`src/rtl/edge2en_pkg.sv`:
```
// Shared types and constants for the multi-channel edge-to-enable converter.
// Latency: n/a (declarations only).
// Backpressure: n/a.
package edge2en_pkg;

  // Per-channel edge selection; bit 0 enables rising, bit 1 enables falling.
  typedef enum logic [1:0] {
    EDGE_NONE = 2'b00,
    EDGE_RISE = 2'b01,
    EDGE_FALL = 2'b10,
    EDGE_BOTH = 2'b11
  } edge_mode_e;

  localparam int MODE_W        = 2;
  localparam int MODE_RISE_BIT = 0;
  localparam int MODE_FALL_BIT = 1;

endpackage

```
`src/rtl/edge2en_chan.sv`:
```
// One channel: synchronise, debounce, emit a one-cycle edge enable, hold a sticky pending flag.
// Latency: SYNC_STG + deb_len + 1 edges from first sampling edge to out/en; pend one edge after en.
// Backpressure: none; en is fire-and-forget, pend holds until cleared by clr.
module edge2en_chan
  import edge2en_pkg::*;
#(
  parameter int SYNC_STG = 2,
  parameter int DEB_W    = 4
) (
  input  logic             clk,
  input  logic             rst_n,
  input  logic             in,
  input  logic [1:0]       mode,
  input  logic [DEB_W-1:0] deb_len,
  input  logic             clr,
  output logic             out,
  output logic             en,
  output logic             pend
);

  logic             s;
  logic [DEB_W-1:0] cnt;
  logic             accept;
  logic             permitted;
  edge_mode_e       emode;

  generate
    if (SYNC_STG == 0) begin : g_nosync
      assign s = in;
    end else begin : g_sync
      logic [SYNC_STG-1:0] sync;
      // Shift the raw level through the synchroniser chain.
      always_ff @(posedge clk) begin
        if (!rst_n) begin
          sync <= '0;
        end else begin
          sync[0] <= in;
          for (int i = 1; i < SYNC_STG; i++) begin
            sync[i] <= sync[i-1];
          end
        end
      end
      assign s = sync[SYNC_STG-1];
    end
  endgenerate

  assign emode = edge_mode_e'(mode);

  // Decide whether the sampled level is accepted this edge and whether its direction is reported.
  always_comb begin
    accept    = 1'b0;
    permitted = 1'b0;
    if ((s != out) && (cnt >= deb_len)) begin
      accept = 1'b1;
    end
    case (emode)
      EDGE_RISE: permitted = s;
      EDGE_FALL: permitted = ~s;
      EDGE_BOTH: permitted = 1'b1;
      default:   permitted = 1'b0;
    endcase
  end

  // Debounce counter, filtered level, edge enable and sticky pending (set beats clear).
  always_ff @(posedge clk) begin
    if (!rst_n) begin
      cnt  <= '0;
      out  <= 1'b0;
      en   <= 1'b0;
      pend <= 1'b0;
    end else begin
      if (s == out) begin
        cnt <= '0;
      end else if (accept) begin
        out <= s;
        cnt <= '0;
      end else begin
        cnt <= cnt + 1'b1;
      end
      en   <= accept & permitted;
      pend <= en | (pend & ~clr);
    end
  end

endmodule

```
`src/rtl/edge2en_multi.sv`:
```
// CH independent edge-to-enable channels with a combined pending interrupt.
// Latency: per channel SYNC_STG + deb_len + 1 edges to out/en; irq follows pend combinationally.
// Backpressure: none; events are latched in pend until software clears them.
module edge2en_multi
  import edge2en_pkg::*;
#(
  parameter int CH       = 4,
  parameter int SYNC_STG = 2,
  parameter int DEB_W    = 4
) (
  input  logic               clk,
  input  logic               rst_n,
  input  logic [CH-1:0]      in,
  input  logic [2*CH-1:0]    mode,
  input  logic [DEB_W-1:0]   deb_len,
  input  logic [CH-1:0]      clr,
  output logic [CH-1:0]      out,
  output logic [CH-1:0]      en,
  output logic [CH-1:0]      pend,
  output logic               irq
);

  generate
    for (genvar i = 0; i < CH; i++) begin : g_ch
      edge2en_chan #(
        .SYNC_STG (SYNC_STG),
        .DEB_W    (DEB_W)
      ) u_chan (
        .clk     (clk),
        .rst_n   (rst_n),
        .in      (in[i]),
        .mode    (mode[MODE_W*i +: MODE_W]),
        .deb_len (deb_len),
        .clr     (clr[i]),
        .out     (out[i]),
        .en      (en[i]),
        .pend    (pend[i])
      );
    end
  endgenerate

  assign irq = |pend;

endmodule

```
`config.mk`:
```
export PLATFORM = sky130hd
export DESIGN_NAME = edge2en_multi
export DESIGN_NICKNAME = d
export VERILOG_FILES = /design/src/rtl/edge2en_pkg.sv /design/src/rtl/edge2en_chan.sv /design/src/rtl/edge2en_multi.sv
export SDC_FILE = /design/constraint.sdc
export NUM_CORES = 1
export LEC_CHECK = 0
export BUFFER_PORTS_ARGS = -buffer_cell sky130_fd_sc_hd__clkbuf_2
export CAP_MARGIN = 10
export CORE_MARGIN = 10
export CORE_UTILIZATION = 54
export CTS_CLUSTER_DIAMETER = 100
export CTS_CLUSTER_SIZE = 16
export DETAILED_ROUTE_END_ITERATION = 10
export GPL_ROUTABILITY_DRIVEN = 0
export PLACE_DENSITY = 0.83
export SLEW_MARGIN = 5
export SYNTH_ARGS = -nofsm -noshare
export SYNTH_HDL_FRONTEND = slang
export SYNTH_SLANG_ARGS = --single-unit
```
`constraint.sdc`:
```
create_clock -name clk -period 2 [get_ports clk]
set_input_delay 0 -clock clk [delete_from_list [all_inputs] [get_ports clk]]
set_output_delay 0 -clock clk [all_outputs]
set_load 0.02 [all_outputs]
```
* Yosys cells after proc, flatten, opt, wreduce, memory -nomap -nowiden
Index checks and enable logic that the tools add are counted.
Word-level totals: flip-flop bits (word level) 36, input port bits 22
Operators by class: reduce and logical (&&, ||, !) cells 13, add/sub/neg operators 4, bitwise operators 25, eq/ne operators 20, magnitude comparators 4, muxes and demuxes 8
Operators with widths (number):
- $add A4 B1 Y4 const B | 4
- $eq A2 B2 Y1 const B | 8
- $ge A4 B4 Y1 | 4
- $not A1 Y1 | 13
- $pmux W1 S3 | 4
- $reduce_or A3 Y1 | 4
- $and A1 B1 Y1 | 8
- $eq A2 B1 Y1 const B | 4
- $reduce_and A2 Y1 | 4
- $eq A1 B1 Y1 | 4
- $logic_and A1 B1 Y1 | 4
- $mux W1 | 4
- $ne A1 B1 Y1 | 4
- $or A1 B1 Y1 | 4
- $reduce_or A4 Y1 | 1

* Longest topological paths before layout
depth in word-level cells 4, depth in mapped cells 6

* Hierarchy
A second synthesis with hierarchy kept.
Second synthesis, totals: cell total of the unflattened synthesis 169, area, all modules 1754.2 um^2
By module, submodules not included:
- edge2en_chan | times used 4, sequential area each 180.2 um^2, area an instance 436.7 um^2, cells each 42
- edge2en_multi | times used 1, sequential area each 0.0 um^2, area an instance 7.5 um^2, cells each 1

* Least setup slack after synthesis
OpenSTA, ideal clock, no wires.
kind reg-to-reg, from register g_ch[1].u_chan.cnt[0], to register g_ch[1].u_chan.cnt[2], required time 1.936 ns, setup slack 0.510 ns, arrival 1.425 ns, path buffers 0, cell stages (with the launch flop) 7, path through dfxtp_1 > inv_1 > ha_1 > nand2b_4 > a2111oi_4 > o21bai_2 > nor2_1
Between the ends: longest elaborated chain between the ends 4, elaborated cells between the ends (all ways) 5, classes of those cells add/sub (1); order compare (1); mux (1); reduce/logical (2)
Ends and longest elaborated chain:
- start, declared | RTL line edge2en_chan.sv:22 | logic [DEB_W-1:0] cnt;
- start signal, assigned | RTL line edge2en_chan.sv:78 | cnt <= cnt + 1'b1;
- $ge A4 B4 Y1 | RTL line edge2en_chan.sv:53 | if ((s != out) && (cnt >= deb_len)) begin
- $logic_and A1 B1 Y1 | RTL line edge2en_chan.sv:53
- $mux W1 | RTL line edge2en_chan.sv:53
- $reduce_or A3 Y1 (no line)
Several ways; a longest one is shown, not always the timed one. A chain may end at the register's enable or synchronous reset.

* Worst setup path in the final report
from register g_ch[0].u_chan.cnt[0], to register g_ch[0].u_chan.out
Between the ends: longest elaborated chain between the ends 4
Ends and longest elaborated chain:
- start, declared | RTL line edge2en_chan.sv:22
- start signal, assigned | RTL line edge2en_chan.sv:78
- $ge A4 B4 Y1 | RTL line edge2en_chan.sv:53
- $logic_and A1 B1 Y1 | RTL line edge2en_chan.sv:53
- $mux W1 | RTL line edge2en_chan.sv:53
- $reduce_and A2 Y1 (no line)
- end signal, assigned | RTL line edge2en_chan.sv:75 | out <= s;
- end, declared | RTL line edge2en_chan.sv:16 | output logic out,
Every way passes these cells.

==> flow_summary.json <==
{
  "worst-path-max-fanout": 4,
  "combPwrFrac_pct": 11.8,
  "wl_per_cell_um": 14.1,
  "r2r-start": "g_ch[0].u_chan.cnt[0]",
  "finalHoldViolCount": 0,
  "cts_inserted_buffers": 5,
  "synth_ff_type": "dfxtp_1",
  "die_h_um": 78.0,
  "diodes": 0,
  "tightestPinTransition_ps": 425,
  "dieArea_um2": 6080,
  "slew_violations": 0,
  "synth_area_leaders": "dfxtp_1, ha_1, a2111oi_4",
  "min-delay-start": "rst_n",
  "vias": 1338,
  "ff_latch_area_um2": 721,
  "ant_nets": 0,
  "yosys_warnings": 0,
  "startpoint_type": "flip-flop",
  "nFillCells": 223,
  "power.switching_uw": 307,
  "max-vdd-ir-drop_mv": 0.461,
  "fin_nets": 262,
  "cts_root_buf": "clkbuf_4",
  "worstRegToRegCells": 6,
  "vias_per_cell": 5.07,
  "syn_area_um2": 1810,
  "dpl.hpwl_mm": 2.50,
  "fin_crit_ps": 1700,
  "internal_power_uw": 1020,
  "slew-limit-headroom_pct": 71.7,
  "crit_type": "flip-flop to flip-flop",
  "hp-class": "input pin to flip-flop",
  "syn_to_final_growth_pct": 19.4,
  "synth_top_cell_area_share_pct": 39.7,
  "cts.sinks": 36,
  "multi_input_area_um2": 955,
  "ys_ff_latch": 36,
  "setup_tns_ps": 0,
  "worstHoldPathCells": 2,
  "postCtsSetupRepairBufs": 0,
  "grt_pass1_vias": 1451,
  "rows": 20,
  "htree_levels": 2,
  "finalSetupViolations": 0,
  "drtIter0Drc": 29,
  "core_um2": 3130,
  "switching_share_pct": 23.2,
  "synth.avg_cell_area_um2": 10.2,
  "die_w_um": 78.0,
  "synth_nets": 219,
  "drive_above_1_share_pct": 22.7,
  "rsz0062_at_grt": "no",
  "synthCells": 177,
  "yosysMostFrequentCell": "dfxtp_1",
  "dr.pass1.iters": 5,
  "hold_buffers": 16,
  "yosysSeqAreaShare_pct": 39.7,
  "fin_skew_ps": 15.9,
  "yosys.area.top_type": "dfxtp_1",
  "p_leak_uw": 0.000982,
  "netlist-cell-type-count": 22,
  "drc": 0,
  "p_seq_share_pct": 55.6,
  "clk_path_buf_depth": 2,
  "final_core_util_pct": 69.3,
  "routed_wl_mm": 3.73,
  "power.density_nw_per_um2": 611,
  "power_frac_clock_pct": 32.6,
  "grtUsageTotal_pct": 13.0,
  "cts_resized": 0,
  "reg2reg_slack_ps": 300,
  "overflow": 0,
  "synthArstFlopShare_pct": 0,
  "arrival_ps": 1960,
  "power_uw": 1320,
  "grt_max_degree": 25,
  "antenna_found_initial": 0,
  "clk_latency_ps": 350,
  "cp_data_required_time_ps": 2260,
  "port_buffers": 34,
  "tritoncts": "done",
  "max_freq_mhz": 588,
  "initial_core_util_pct": 58.0,
  "grt_first_pass_wirelength_mm": 6.41,
  "pin_count": 35,
  "ys_top_cells_by_count": "dfxtp_1, nor2_1, ha_1, buf_4",
  "outcome": "complete, no violations",
  "cap_violations": 0,
  "synth-edff-count": 0,
  "endpoint_kind": "flip-flop",
  "whs_endpoint": "g_ch[1].u_chan.pend",
  "period_share_pct": 85.1,
  "path_clk_slew_ps": 100,
  "r2r-end": "g_ch[0].u_chan.out"
}
-- worst max-delay path by stage --
stage                                from                    end  slack [ps]  cells after the start
finish              g_ch[0].u_chan.cnt[0]     g_ch[0].u_chan.out         300                      6
detailed placement  g_ch[1].u_chan.cnt[0]     g_ch[1].u_chan.out         350                      6
global placement    g_ch[2].u_chan.cnt[0]  g_ch[2].u_chan.cnt[2]         390                      6
CTS                 g_ch[1].u_chan.cnt[0]     g_ch[1].u_chan.out         320                      6
global route        g_ch[1].u_chan.cnt[0]  g_ch[1].u_chan.cnt[3]         190                      6
floorplan           g_ch[1].u_chan.cnt[0]  g_ch[1].u_chan.cnt[2]         510                      6
-- placed cells by master (no fill, tap or decap), types with 5 or more instances in the layout --
| cell | netlist | final |
|---|---|---|
| dfxtp_1 | 36 | 36 |
| clkbuf_2 | 0 | 34 |
| nor2_1 | 23 | 23 |
| ha_1 | 20 | 20 |
| dlygate4sd3_1 | 0 | 16 |
| inv_1 | 11 | 11 |
| nand2_1 | 11 | 11 |
| o21a_1 | 8 | 8 |
| and2_1 | 8 | 8 |
| xor2_1 | 8 | 8 |
| mux2i_1 | 7 | 7 |
| clkbuf_4 | 0 | 5 |
-- cell type report --
type | instances | area share [%]
clock buffers | 7 | 3.00
inverters | 11 | 1.91
multi-input cells | 116 | 44.1
flip-flops and latches | 36 | 33.3
well taps | 44 | 2.54
repair buffers | 50 | 15.2
-- power by group through the flow --
| stage | registers, uW | logic [uW] | clock network (uW) |
|---|---|---|---|
| 5_1_grt | 738 | 174 | 461 |
| 3_3_place_gp | 752 | 122 | 0 |
| 3_5_place_dp | 753 | 127 | 0 |
| 6_report | 736 | 156 | 431 |
| 4_1_cts | 736 | 153 | 444 |
| 2_1_floorplan | 751 | 92.3 | 0 |
-- worst max-delay path, stage by stage, from the launching register on --
cell,delay [ps]
dfxtp_1,400
inv_1,60
ha_1,270
nand2b_4,150
a2111oi_4,410
nor2_1,130
mux2i_1,200
-- stage by stage --
step           std cells  hold slack [ps]  setup WS [ps]  area, um2
2_1_floorplan        177              127            510       1810
3_3_place_gp         241              207            392       1940
3_5_place_dp         241              210            351       1940
4_1_cts              264              148            321       2170
5_1_grt              264              194            187       2170
6_report             264              163            299       2170
-- sequential cells by signal, summed over array words and instances (netlist names) --
name,cells
g_ch.u_chan.cnt,16
g_ch.u_chan.en,4
g_ch.u_chan.pend,4
g_ch.u_chan.out,4
g_ch.u_chan.g_sync.sync,8
-- per-layer routing --
layer | part of all wire, % | GRT usage (%) | routed length (um)
met3 | 7.5 | 6.22 | 279
met4 | 2.1 | 5.91 | 80
met5 | 0 | 0 | 0
met2 | 50 | 22.7 | 1850
met1 | 41 | 12.8 | 1510
-- cell families (layout without fill, tap and decap cells) --
family | count (synthesis) | in the layout | share of synthesized area [%]
AOI/OAI and AO/OA | 18 | 18 | 12.1
adders and majority gates | 20 | 20 | 13.8
and+or+nand+nor | 59 | 59 | 17.1
buffers and inverters | 25 | 68 | 7.66
xor gates and xnor gates | 12 | 12 | 5.79
DFF | 36 | 36 | 39.7
muxes | 7 | 7 | 3.86
(Power assumes the default switching activity.)
